[config.mk]
export PLATFORM = sky130hd
export DESIGN_NAME = board_arbiter
export DESIGN_NICKNAME = d
export VERILOG_FILES = /design/src/rtl/board_arbiter.sv
export SDC_FILE = /design/constraint.sdc
export NUM_CORES = 1
export LEC_CHECK = 0
export ABC_CLOCK_PERIOD_IN_PS = 2700
export BUFFER_PORTS_ARGS = -buffer_cell sky130_fd_sc_hd__buf_4
export CORE_MARGIN = 2
export CORE_UTILIZATION = 55
export CTS_BUF_LIST = sky130_fd_sc_hd__clkbuf_8
export CTS_CLUSTER_SIZE = 20
export DETAILED_ROUTE_END_ITERATION = 6
export PLACE_DENSITY_LB_ADDON = 0.12
export SYNTH_ARGS = -nofsm -noshare
export SYNTH_HDL_FRONTEND = slang
export SYNTH_SLANG_ARGS = --single-unit
[constraint.sdc]
create_clock -name clk -period 2.7 [get_ports clk]
set_input_delay 0.405 -clock clk [delete_from_list [all_inputs] [get_ports clk]]
set_output_delay 0.405 -clock clk [all_outputs]
set_load 0.05 [all_outputs]
[src/rtl/board_arbiter.sv]
// board_arbiter
//
// Shares the single-port board RAM (snake/food/wall cell codes) between the
// draw pixel pipeline and the game-logic block, all in the pixel clock domain.
//   - draw reads own the RAM slot whenever draw_req is high and are never
//     stalled. A result appears two cycles after the request cycle.
//   - game writes are posted into a small FIFO and drained in cycles that
//     draw does not use.
//   - game reads are granted only when draw is idle and the FIFO is empty,
//     so a read always sees every write accepted before it.
//
// Ports:
//   clk, rst                 pixel clock; synchronous active-high reset
//   draw_req, draw_addr      draw read request (one per cycle)
//   draw_data, draw_valid    draw read result; the strobe is registered
//   game_req, game_we,       game request; the fields are held until
//   game_addr, game_wdata    game_gnt is seen at a rising edge
//   game_gnt                 combinational accept
//   game_rdata, game_rvalid  game read result; single-cycle strobe
//   mem_en, mem_we,          registered RAM command
//   mem_addr, mem_wdata
//   mem_rdata                RAM read data, 1 cycle after a read command
//   wbuf_count               number of posted writes not yet in RAM

module board_arbiter #(
    parameter int ADDR_W     = 10,
    parameter int DATA_W     = 4,
    parameter int WBUF_DEPTH = 4
) (
    input  logic                          clk,
    input  logic                          rst,

    input  logic                          draw_req,
    input  logic [ADDR_W-1:0]             draw_addr,
    output logic [DATA_W-1:0]             draw_data,
    output logic                          draw_valid,

    input  logic                          game_req,
    input  logic                          game_we,
    input  logic [ADDR_W-1:0]             game_addr,
    input  logic [DATA_W-1:0]             game_wdata,
    output logic                          game_gnt,
    output logic [DATA_W-1:0]             game_rdata,
    output logic                          game_rvalid,

    output logic                          mem_en,
    output logic                          mem_we,
    output logic [ADDR_W-1:0]             mem_addr,
    output logic [DATA_W-1:0]             mem_wdata,
    input  logic [DATA_W-1:0]             mem_rdata,

    output logic [$clog2(WBUF_DEPTH):0]   wbuf_count
);

    localparam int PTR_W = $clog2(WBUF_DEPTH);
    localparam int CNT_W = PTR_W + 1;

    // Posted-write FIFO storage. The pointers wrap naturally because the
    // depth is a power of two.
    logic [ADDR_W-1:0] wbuf_addr [WBUF_DEPTH];
    logic [DATA_W-1:0] wbuf_data [WBUF_DEPTH];
    logic [PTR_W-1:0]  wr_ptr;
    logic [PTR_W-1:0]  rd_ptr;
    logic              wbuf_full;
    logic              wbuf_empty;

    // Slot owner for the current cycle. At most one of these is high.
    logic              slot_draw;
    logic              slot_drain;
    logic              slot_gread;
    logic [ADDR_W-1:0] slot_addr;
    logic [DATA_W-1:0] slot_wdata;

    logic              push;
    logic              pop;

    // Tag shift registers. Bit 0 is loaded together with the RAM command.
    // Bit 1 lines up with mem_rdata for that command.
    logic [1:0]        draw_vld_pipe;
    logic [1:0]        game_vld_pipe;

    assign wbuf_full  = (wbuf_count == CNT_W'(WBUF_DEPTH));
    assign wbuf_empty = (wbuf_count == '0);

    // Fixed-priority slot assignment: draw, then drain, then game read.
    always_comb begin
        slot_draw  = draw_req;
        slot_drain = ~draw_req & ~wbuf_empty;
        slot_gread = ~draw_req & wbuf_empty & game_req & ~game_we;
    end

    always_comb begin
        slot_addr  = '0;
        slot_wdata = '0;
        if (slot_draw) begin
            slot_addr = draw_addr;
        end else if (slot_drain) begin
            slot_addr  = wbuf_addr[rd_ptr];
            slot_wdata = wbuf_data[rd_ptr];
        end else if (slot_gread) begin
            slot_addr = game_addr;
        end
    end

    // Write acceptance looks only at the occupancy at the start of the
    // cycle. A drain in the same cycle does not free a slot early, so a full
    // buffer always refuses. A read is granted only in the cycle it owns the
    // RAM slot. While in reset, the grant is held low so that nothing is
    // pushed into a buffer that is being cleared.
    assign game_gnt = ~rst & game_req & (game_we ? ~wbuf_full : slot_gread);
    assign push     = game_gnt & game_we;
    assign pop      = slot_drain;

    // FIFO payload. This storage has no reset because the pointers and the
    // count decide which entries are live.
    always_ff @(posedge clk) begin
        if (push) begin
            wbuf_addr[wr_ptr] <= game_addr;
            wbuf_data[wr_ptr] <= game_wdata;
        end
    end

    // FIFO control. On reset, buffered writes are dropped and never reach
    // the RAM.
    always_ff @(posedge clk) begin
        if (rst) begin
            wr_ptr     <= '0;
            rd_ptr     <= '0;
            wbuf_count <= '0;
        end else begin
            if (push) wr_ptr <= wr_ptr + PTR_W'(1);
            if (pop)  rd_ptr <= rd_ptr + PTR_W'(1);
            case ({push, pop})
                2'b10:   wbuf_count <= wbuf_count + CNT_W'(1);
                2'b01:   wbuf_count <= wbuf_count - CNT_W'(1);
                default: wbuf_count <= wbuf_count;
            endcase
        end
    end

    // Registered RAM command and the read-tag pipeline. Clearing the tags
    // on reset suppresses results for reads issued before the reset.
    always_ff @(posedge clk) begin
        if (rst) begin
            mem_en        <= 1'b0;
            mem_we        <= 1'b0;
            mem_addr      <= '0;
            mem_wdata     <= '0;
            draw_vld_pipe <= '0;
            game_vld_pipe <= '0;
        end else begin
            mem_en        <= slot_draw | slot_drain | slot_gread;
            mem_we        <= slot_drain;
            mem_addr      <= slot_addr;
            mem_wdata     <= slot_wdata;
            draw_vld_pipe <= {draw_vld_pipe[0], slot_draw};
            game_vld_pipe <= {game_vld_pipe[0], slot_gread};
        end
    end

    assign draw_valid  = draw_vld_pipe[1];
    assign game_rvalid = game_vld_pipe[1];

    // Read data comes straight from the RAM port. Each data output is masked
    // by its own strobe, so it is zero after reset and outside its result
    // cycle.
    assign draw_data  = draw_valid  ? mem_rdata : '0;
    assign game_rdata = game_rvalid ? mem_rdata : '0;

endmodule

# Yosys cells after proc, flatten, opt, wreduce, memory -nomap -nowiden
# Memories as Yosys holds them, arrays and structs flattened. A register that Yosys moved wholly into a read port is not among the register bits.
# Cells that the tools add are included.
[op_classes]
bitwise_logic = 15
reduce_logical = 3
mux = 11
add_sub_neg = 4
n_eq_ne = 3
[ops]
columns = ["op", "n"]
rows = [
  ["$mux W10", 3],
  ["$mux W4", 2],
  ["$and A1 B1 Y1", 7],
  ["$not A1 Y1", 6],
  ["$pmux W3 S2", 1],
  ["$add A2 B1 Y2 const B", 2],
  ["$mux W2", 2],
  ["$add A3 B1 Y3 const B", 1],
  ["$eq A3 B3 Y1 const B", 1],
  ["$logic_not A3 Y1", 1],
  ["$mux W1", 3],
  ["$reduce_or A3 Y1", 1],
  ["$sub A3 B1 Y3 const B", 1],
  ["$eq A2 B1 Y1 const B", 1],
  ["$eq A2 B2 Y1 const B", 1],
  ["$or A1 B1 Y1", 2],
  ["$reduce_bool A2 Y1", 1],
]
[word_totals]
memories = 2
reg_bits = 23
in_bits = 33
elab_cells = 46
mem_bits_rw = 56
[mem_list]
columns = ["name", "depth", "word_bits", "rd", "rd_ports_with_merged_regs", "wr", "line_no", "rtl"]
rows = [
  ["wbuf_addr", 4, 10, 1, 1, 1, "60", "logic [ADDR_W-1:0] wbuf_addr [WBUF_DEPTH];"],
  ["wbuf_data", 4, 4, 1, 1, 1, "61", "logic [DATA_W-1:0] wbuf_data [WBUF_DEPTH];"],
]

# Depth between registers and ports, before layout
# Gate-level depths: netlist (run 1).
[logic_depth]
ltp_word = 9
mapped_depth = 9
ltp_nobuf = 9

# Least setup slack after synthesis (run 1)
# OpenSTA, ideal clock, no wires.
[synth_path]
kind = "reg-to-output"
startpoint = "register wbuf_count[0]"
endpoint = "output port game_gnt"
t_arrival_ns = 2.660
path_stages_with_launch = 5
path_buffers = 1
path_slack_ns = -0.365
required_ns = 2.295
cell_sequence = "dfxtp_1 -> nor3_1 -> buf_2 -> nor2_1 -> nor4b_1"
[synth_between]
elab_chain_len = 6
word_cells_on_any_way = 8
cone_classes = "eq/ne: 1; mux: 1; bitwise: 5; reduce/logical: 1"
[synth_lines]
columns = ["element", "line_no", "rtl"]
rows = [
  ["from (decl)", "52", "output logic [$clog2(WBUF_DEPTH):0] wbuf_count"],
  ["from (signal assigned)", "134", "2'b10: wbuf_count <= wbuf_count + CNT_W'(1);"],
  ["from (signal assigned)", "135", "2'b01: wbuf_count <= wbuf_count - CNT_W'(1);"],
  ["from (signal assigned)", "136", "default: wbuf_count <= wbuf_count;"],
  ["$logic_not A3 Y1", "83", "assign wbuf_empty = (wbuf_count == '0);"],
  ["$and A1 B1 Y1 (3 in series)", "89", "slot_gread = ~draw_req & wbuf_empty & game_req & ~game_we;"],
  ["$mux W1 *", "110", "assign game_gnt = ~rst & game_req & (game_we ? ~wbuf_full : slot_gread);"],
  ["$and A1 B1 Y1 *", "110", ""],
  ["to (decl)", "42", "output logic game_gnt,"],
]
# Every way passes the cells marked *; elsewhere a longest branch is shown, timed or not.

# Worst setup path after layout (run 1)
[layout_path]
startpoint = "register wbuf_count[2]"
endpoint = "register wbuf_count[2]"
[layout_between]
elab_chain_len = 9
word_cells_on_any_way = 17
cone_classes = "add/sub: 2; eq/ne: 3; mux: 2; bitwise: 8; reduce/logical: 2"
[layout_lines]
columns = ["element", "line_no", "rtl"]
rows = [
  ["$logic_not A3 Y1", "83", ""],
  ["$and A1 B1 Y1 (3 in series)", "89", ""],
  ["$mux W1", "110", ""],
  ["$and A1 B1 Y1", "110", ""],
  ["$and A1 B1 Y1", "111", "assign push = game_gnt & game_we;"],
  ["$eq A2 B1 Y1 or $eq A2 B2 Y1 (tied branches)", "133", "case ({push, pop})"],
  ["$pmux W3 S2 or $reduce_bool A2 Y1 (tied branches)", "-", ""],
]
# Parallel ways exist; a longest one is shown, timed or not.
# A chain may end at the register's enable or synchronous reset.

==> load_flow_metrics.sql, run 1 <==
INSERT INTO impl_metrics (metric_group, metric, value, unit) VALUES
('yosys', 'syn_nets', '258', ''),
('yosys', 'synth_area_per_cell', '15.54', 'sq um'),
('yosys', 'synthesis.yosys.warnings', '0', ''),
('drt', 'top_signal_layer_used', 'met4', ''),
('power', 'sum_of_internal_switching_and_leakage_power', '3.111', 'mW'),
('yosys', 'netlist-cell-type-count', '37', ''),
('place', 'port_buffers', '62', ''),
('global_route', 'antenna_violations_before_repair', '0', ''),
('drt', 'drt_pre_antenna_iters', '4', ''),
('critical_path', 'reg2reg_setup_slack', '0.24', 'ns'),
('critical_path', 'crit_path_max_fanout', '6', ''),
('yosys', 'post_synth_main_area_contributors', 'sky130_fd_sc_hd__edfxtp_1 (49%), sky130_fd_sc_hd__dfxtp_1 (17%), sky130_fd_sc_hd__mux4_1 (6.9%)', ''),
('clock_network', 'clock_insertion_delay_worst_skew', '0.36', 'ns'),
('clock_network', 'cts_hold_buf', '0', ''),
('yosys', 'ys_async_sr_fraction', '0', '%'),
('critical_path', 'r2r_end', 'wbuf_count[2]', ''),
('yosys', 'yosys.cell_count.top_type', 'sky130_fd_sc_hd__edfxtp_1', ''),
('sta', 'max_slew_margin_vs_limit', '63.60', '%'),
('drt', 'detailroute.via_count', '2043', ''),
('floorplanning', 'die_x', '82.66', 'um'),
('final_layout', 'syn_to_final_growth', '22.39', '%'),
('clock_network', 'tritoncts_num_sinks', '85', ''),
('critical_path', 'r2r_cells', '9', ''),
('min_path', 'hold_path.startpoint', 'game_wdata[3]', ''),
('sta', 'finalHoldViolCount', '0', ''),
('global_route', 'maximum_number_of_pins_on_one_net_before_global_route_repair', '29', ''),
('yosys', 'synth.ff_latch_count', '85', ''),
('power', 'ir_drop', '0.4991', 'mV'),
('sta', 'fmax', '406.6', 'MHz'),
('drt', 'met3_length', '346', 'um'),
('yosys', 'syn_inst', '219', ''),
('clock_network', 'cts.root.buffer_cell', 'sky130_fd_sc_hd__clkbuf_8', ''),
('global_route', 'grtUsageTotal', '20.80', '%'),
('min_path', 'hold_depth', '1', ''),
('drt', 'initialDrtViolationCount', '115', ''),
('drt', 'avgViaCountPerCell', '5.537', ''),
('critical_path', 'setup.worst_path.start_class', 'register', ''),
('clock_network', 'postCtsSetupRepairBufs', '0', ''),
('yosys', 'synth_enable_flop_cells', '56', ''),
('min_path', 'hold_class', 'primary input to register', ''),
('floorplanning', 'rows', '28', ''),
('sta', 'final.setup_skew', '0.006854', 'ns'),
('critical_path', 'worst-endpoint-required', '3.00', 'ns'),
('yosys', 'ys_dominant_reg_cell', 'sky130_fd_sc_hd__edfxtp_1', ''),
('drt', 'routedWlPerCell', '18.08', 'um'),
('clock_network', 'tritoncts', 'done', ''),
('global_route', 'grt_pass1_wl', '9880', 'um'),
('drt', 'final_wirelength', '6673', 'um'),
('clock_network', 'htreeDepth', '3', ''),
('sta', 'final_max_slew_viol_count', '0', ''),
('sta', 'period_needed', '2.460', 'ns'),
('critical_path', 'crit_type', 'register to register', ''),
('floorplanning', 'die_area', '6833', 'sq um'),
('min_path', 'hold_end', 'wbuf_data[1][3]', ''),
('floorplanning', 'initial_utilization', '57.14', '%'),
('yosys', 'post-synth-top-area-fraction', '49.41', '%'),
('yosys', 'syn_area', '3403', 'sq um'),
('status', 'run_status', 'finished, final reports clean', ''),
('yosys', 'yosysTopAreaCell', 'sky130_fd_sc_hd__edfxtp_1', ''),
('drt', 'wl_met2', '3353', 'um'),
('floorplanning', 'die_height', '82.66', 'um'),
('run', 'cap_violations', '0', ''),
('critical_path', 'end_kind', 'register', ''),
('sta', 'layout_worst_path_cycle_share', '91.09', '%'),
('clock_network', 'clk_pin_slew', '0.09', 'ns'),
('clock_network', 'post_cts.resized_instances', '0', ''),
('critical_path', 'endpoint_arrival_time_on_the_critical_path', '2.76', 'ns'),
('floorplanning', 'placeableCoreArea', '5956', 'sq um'),
('place', 'dp.final_hpwl', '4443', 'um'),
('power', 'powerDensity', '746.9', 'nW/um^2'),
('drt', 'route.antenna.remaining_nets', '0', '');
[cell type report]
type	count	area [sq um]
Clock inverter	7	68.82
Clock buffer	9	123.9
Multi-Input combinational cell	105	1023
Inverter	18	67.56
Fill cell	429	1790
Timing Repair Buffer	70	525.5
Sequential cell	85	2262
Tap cell	75	93.84
[flip-flops by register name, summed over array words and instances, names as in the netlist, 3 cells and up, named ones only]
signal	cells
wbuf_data	16
mem_wdata	4
wbuf_count	3
mem_addr	10
wbuf_addr	40
[worst max-delay path, stage by stage (launching register included)]
cell and delay (ns):
sky130_fd_sc_hd__dfxtp_1 0.45, sky130_fd_sc_hd__nor3b_1 0.37, sky130_fd_sc_hd__and4bb_2 0.32, sky130_fd_sc_hd__inv_1 0.06, sky130_fd_sc_hd__ha_1 0.17, sky130_fd_sc_hd__inv_1 0.06
sky130_fd_sc_hd__fa_1 0.37, sky130_fd_sc_hd__xor2_1 0.16, sky130_fd_sc_hd__or3_1 0.30, sky130_fd_sc_hd__a21oi_1 0.14
[through the flow]
step | setup slack, ns | cells | area, sq um | util, %
final | 0.2405 | 369 | 4165 | 69.94
after global routing | 0.03391 | 369 | 4165 | 69.94
after CTS | 0.2339 | 369 | 4165 | 69.94
after detailed placement | 0.2551 | 353 | 3973 | 66.70
after global placement | 0.3146 | 353 | 3973 | 66.70
after floorplan | 0.07443 | 219 | 3410 | -
[cells by family after synthesis]
family	after synthesis	synth area share, %
AOI/OAI and AO/OA	28	5.736
xor gates and xnor gates	2	0.5148
adders and majority gates	6	2.426
buffers and inverters	29	3.640
DFF	85	66.47
muxes	16	10.88
and+or+nand+nor	53	10.33
[cell usage in the layout, fill, tap and decap left out, drive strengths merged, types with 2 or more instances in the layout]
cell type  instances
nor4b              2
edfxtp            56
and2              20
buf               70
o22ai              8
nand2b             3
a41oi              9
mux4              14
clkinv             3
nor3               2
ha                 5
xor2               2
nor2               8
or3                3
nor2b             10
dfxtp             29
inv               21
clkbuf             9
a21oi              6
o21ai              2
[metal layers]
layer,up-vias,track usage (%)
li1,967,-
met1,1006,26.67
met2,58,34.11
met3,12,4.891
met4,0,8.852
met5,-,0
[how the worst max path moves through the flow]
stage / to / slack, ns
CTS: wbuf_count[2] / 0.23
global placement: wbuf_count[2] / 0.31
detailed placement: wbuf_count[2] / 0.26
finish: wbuf_count[2] / 0.24
floorplan: wbuf_count[2] / 0.07
global route: wbuf_count[2] / 0.03
[power breakdown]
group / switching [mW] / internal (mW) / leakage, nW
Combinational: 0.416 / 0.290 / 0.750
Sequential: 0.0779 / 1.46 / 0.743
Clock: 0.508 / 0.359 / 0.0968
(Power assumes the default switching activity.)
==> run 2: changes to the inputs <==
--- a/config.mk
+++ b/config.mk
@@ -7,6 +7,7 @@
 export LEC_CHECK = 0
 export ABC_CLOCK_PERIOD_IN_PS = 2700
 export BUFFER_PORTS_ARGS = -buffer_cell sky130_fd_sc_hd__buf_4
+export CORE_ASPECT_RATIO = 0.6
 export CORE_MARGIN = 2
 export CORE_UTILIZATION = 55
 export CTS_BUF_LIST = sky130_fd_sc_hd__clkbuf_8
==> run 2 against run 1 <==
- fmax fell by 1.7%
- flip-flop and latch count did not move
- critical path depth did not move
- worst setup slack got worse by 0.043 ns
- combinational power rose by 2%
- sequential share of layout area fell by 0.13 points
- die area rose by 0.30%
- clock skew barely moved
- routed wire length fell by 1.9%
- non-clock buffer count did not move
- via count rose by 0.20%
==> load_flow_metrics.sql, run 2 (same netlist as run 1, synthesis figures left out) <==
INSERT INTO impl_metrics (metric_group, metric, value, unit) VALUES
('final_layout', 'finalNetCount', '328', ''),
('final_layout', 'final_design_area_no_fill', '4175', 'sq um'),
('global_route', 'first_global_vias', '1948', ''),
('clock_network', 'clock_insertion_delay_worst_skew', '0.34', 'ns'),
('critical_path', 'timing.critical_path.mode_cell', 'sky130_fd_sc_hd__inv_1', ''),
('sta', 'finalHoldViolCount', '0', ''),
('sta', 'final.setup_skew', '0.006695', 'ns'),
('place', 'gp_congestion', '0.8242', ''),
('floorplanning', 'die_height', '64.93', 'um'),
('critical_path', 'timing.critical_path.cells', 'nor3b_1 -> and4bb_2 -> inv_1 -> ha_1 -> inv_1 -> fa_1 -> xor2_1 -> or3_1 -> a21oi_1', ''),
('clock_network', 'postCtsSetupRepairBufs', '0', ''),
('power', 'powerDensity', '740.8', 'nW/um^2'),
('global_route', 'maximum_number_of_pins_on_one_net_before_global_route_repair', '29', ''),
('global_route', 'global_route.overflow_total', '0', ''),
('global_route', 'antenna_violations_before_repair', '0', ''),
('critical_path', 'endpoint_arrival_time_on_the_critical_path', '2.77', 'ns'),
('sta', 'max_slew_margin_vs_limit', '55.20', '%'),
('final_layout', 'biggestRegsByFlops', 'wbuf_addr: 40 flops, wbuf_data: 16 flops, mem_addr: 10 flops', ''),
('floorplanning', 'die_area', '6853', 'sq um'),
('power', 'leakagePower', '1.591', 'nW'),
('min_path', 'hold_depth', '1', ''),
('sta', 'hold_ws', '0.2638', 'ns'),
('drt', 'final_wirelength', '6548', 'um'),
('critical_path', 'end_kind', 'register', ''),
('place', 'numPlacedInstances', '362', ''),
('floorplanning', 'die_x', '105.6', 'um'),
('run', 'cap_violations', '0', ''),
('drt', 'detailroute.via_count', '2047', ''),
('clock_network', 'cts_hold_buf', '0', ''),
('sta', 'grt_setup_unrepaired', 'no', ''),
('critical_path', 'slowest_delay', '0.44', 'ns'),
('sta', 'finalSetupTns', '0', 'ns'),
('final_layout', 'largest_reg_flops', '40', ''),
('drt', 'avgViaCountPerCell', '5.415', ''),
('drt', 'route.antenna.remaining_nets', '0', ''),
('final_layout', 'registers.top_by_ff_count', 'wbuf_addr', ''),
('sta', 'layout_worst_path_cycle_share', '92.68', '%'),
('critical_path', 'r2r_cells', '9', ''),
('critical_path', 'critical-path-slowest-cell', 'sky130_fd_sc_hd__dfxtp_1', ''),
('sta', 'final_setup_violation_count', '0', ''),
('drt', 'drc', '0', ''),
('place', 'dp.final_hpwl', '4422', 'um'),
('critical_path', 'crit_type', 'register to register', ''),
('clock_network', 'ctsLongestPathBuffers', '2', ''),
('drt', 'routedWlPerCell', '17.32', 'um'),
('clock_network', 'tritoncts', 'done', ''),
('floorplanning', 'ioPinCount', '63', ''),
('final_layout', 'final_cell_count_no_fill', '378', ''),
('clock_network', 'post_cts.resized_instances', '0', ''),
('status', 'run_status', 'finished, final reports clean', ''),
('floorplanning', 'initial_utilization', '56.20', '%'),
('final_layout', 'syn_to_final_growth', '22.68', '%'),
('drt', 'drt_pre_antenna_iters', '5', ''),
('drt', 'initialDrtViolationCount', '142', ''),
('clock_network', 'numCtsBuffers', '9', ''),
('global_route', 'grtUsageTotal', '20.27', '%'),
('clock_network', 'tritoncts_num_sinks', '85', ''),
('clock_network', 'htreeDepth', '3', ''),
('final_layout', 'most_frequent_standard_cell_in_the_layout_excluding_fill_and_tap_cells', 'sky130_fd_sc_hd__buf_4', ''),
('clock_network', 'cts.root.buffer_cell', 'sky130_fd_sc_hd__clkbuf_8', ''),
('floorplanning', 'rows', '22', ''),
('sta', 'fmax', '399.6', 'MHz'),
('place', 'placed_cell_area', '3984', 'sq um'),
('critical_path', 'setup.worst_path.start_class', 'register', ''),
('floorplanning', 'placeableCoreArea', '6056', 'sq um'),
('final_layout', 'layout-drive-gt1-share', '31.97', '%'),
('critical_path', 'worst-endpoint-required', '2.97', 'ns'),
('min_path', 'hold_class', 'primary input to register', ''),
('place', 'port_buffers', '62', ''),
('final_layout', 'layout_common_cells', 'sky130_fd_sc_hd__buf_4 (70), sky130_fd_sc_hd__edfxtp_1 (56), sky130_fd_sc_hd__dfxtp_1 (29)', ''),
('sta', 'worstMarginPinSlew', '0.6707', 'ns'),
('power', 'sum_of_internal_switching_and_leakage_power', '3.093', 'mW'),
('global_route', 'grt_pass1_wl', '10180', 'um'),
('clock_network', 'clk_pin_slew', '0.08', 'ns'),
('sta', 'period_needed', '2.502', 'ns'),
('power', 'ir_drop', '0.4693', 'mV'),
('critical_path', 'crit_path_max_fanout', '6', ''),
('final_layout', 'antenna_cells_inserted', '0', ''),
('sta', 'final_max_slew_viol_count', '0', '');
==> run 2: cell types whose count changed in the layout (fill, tap and decap cells not counted), sizes merged <==
cell | before | now
bufinv | 0 | 1
clkinv | 3 | 5
inv | 21 | 18
==> run 2: per-layer routing <==
layer  part of all wire (%)  track usage (%)  up-vias  routed length, um
met4                   0.32            4.934        0                 21
li1                       -                -      963                  -
met2                     48            33.23       67               3150
met3                    6.3            6.137        2                411
met5                      0                0        -                  0
met1                     45            26.95     1015               2965
==> run 2: worst paths after layout <==
path,start,endpoint,slack (ns)
setup / recovery,wbuf_count[2],wbuf_count[2],0.20
hold / removal,game_wdata[3],wbuf_data[2][3],0.26
setup reg to reg,wbuf_count[2],wbuf_count[2],0.20
hold reg to reg,draw_vld_pipe[0],draw_vld_pipe[1],0.44
==> run 2: metrics by stage <==
stage          util [%]  setup WS (ns)
2_1_floorplan         -        0.07443
3_3_place_gp      65.79         0.3052
3_5_place_dp      65.79         0.2037
4_1_cts           68.95         0.2202
5_1_grt           68.95        0.03595
6_report          68.95         0.1975
==> run 2: layout make-up <==
cell class	count	area, sq um
flip-flops and latches	85	2262
fillers	443	1881
multi-input cells	105	1023
repair buffers	70	525.5
clock buffers	9	123.9
well taps	84	105.1
clock inverters	7	67.56
inverters	18	67.56
==> run 2: report_power, final <==
| part | internal, mW | leakage, nW | switching, mW | total (mW) |
|---|---|---|---|---|
| logic | 0.291 | 0.750 | 0.426 | 0.717 |
| registers | 1.46 | 0.743 | 0.0771 | 1.54 |
| clock network | 0.422 | 0.0980 | 0.418 | 0.840 |
==> run 2: critical path: cells and delay by family (launching register included) <==
family / cells / cell delay, ns
xor+xnor: 1 / 0.16
buf+inv: 2 / 0.13
simple gates: 3 / 1.04
flops: 1 / 0.44
compound gates: 1 / 0.14
fa+ha+maj: 2 / 0.54
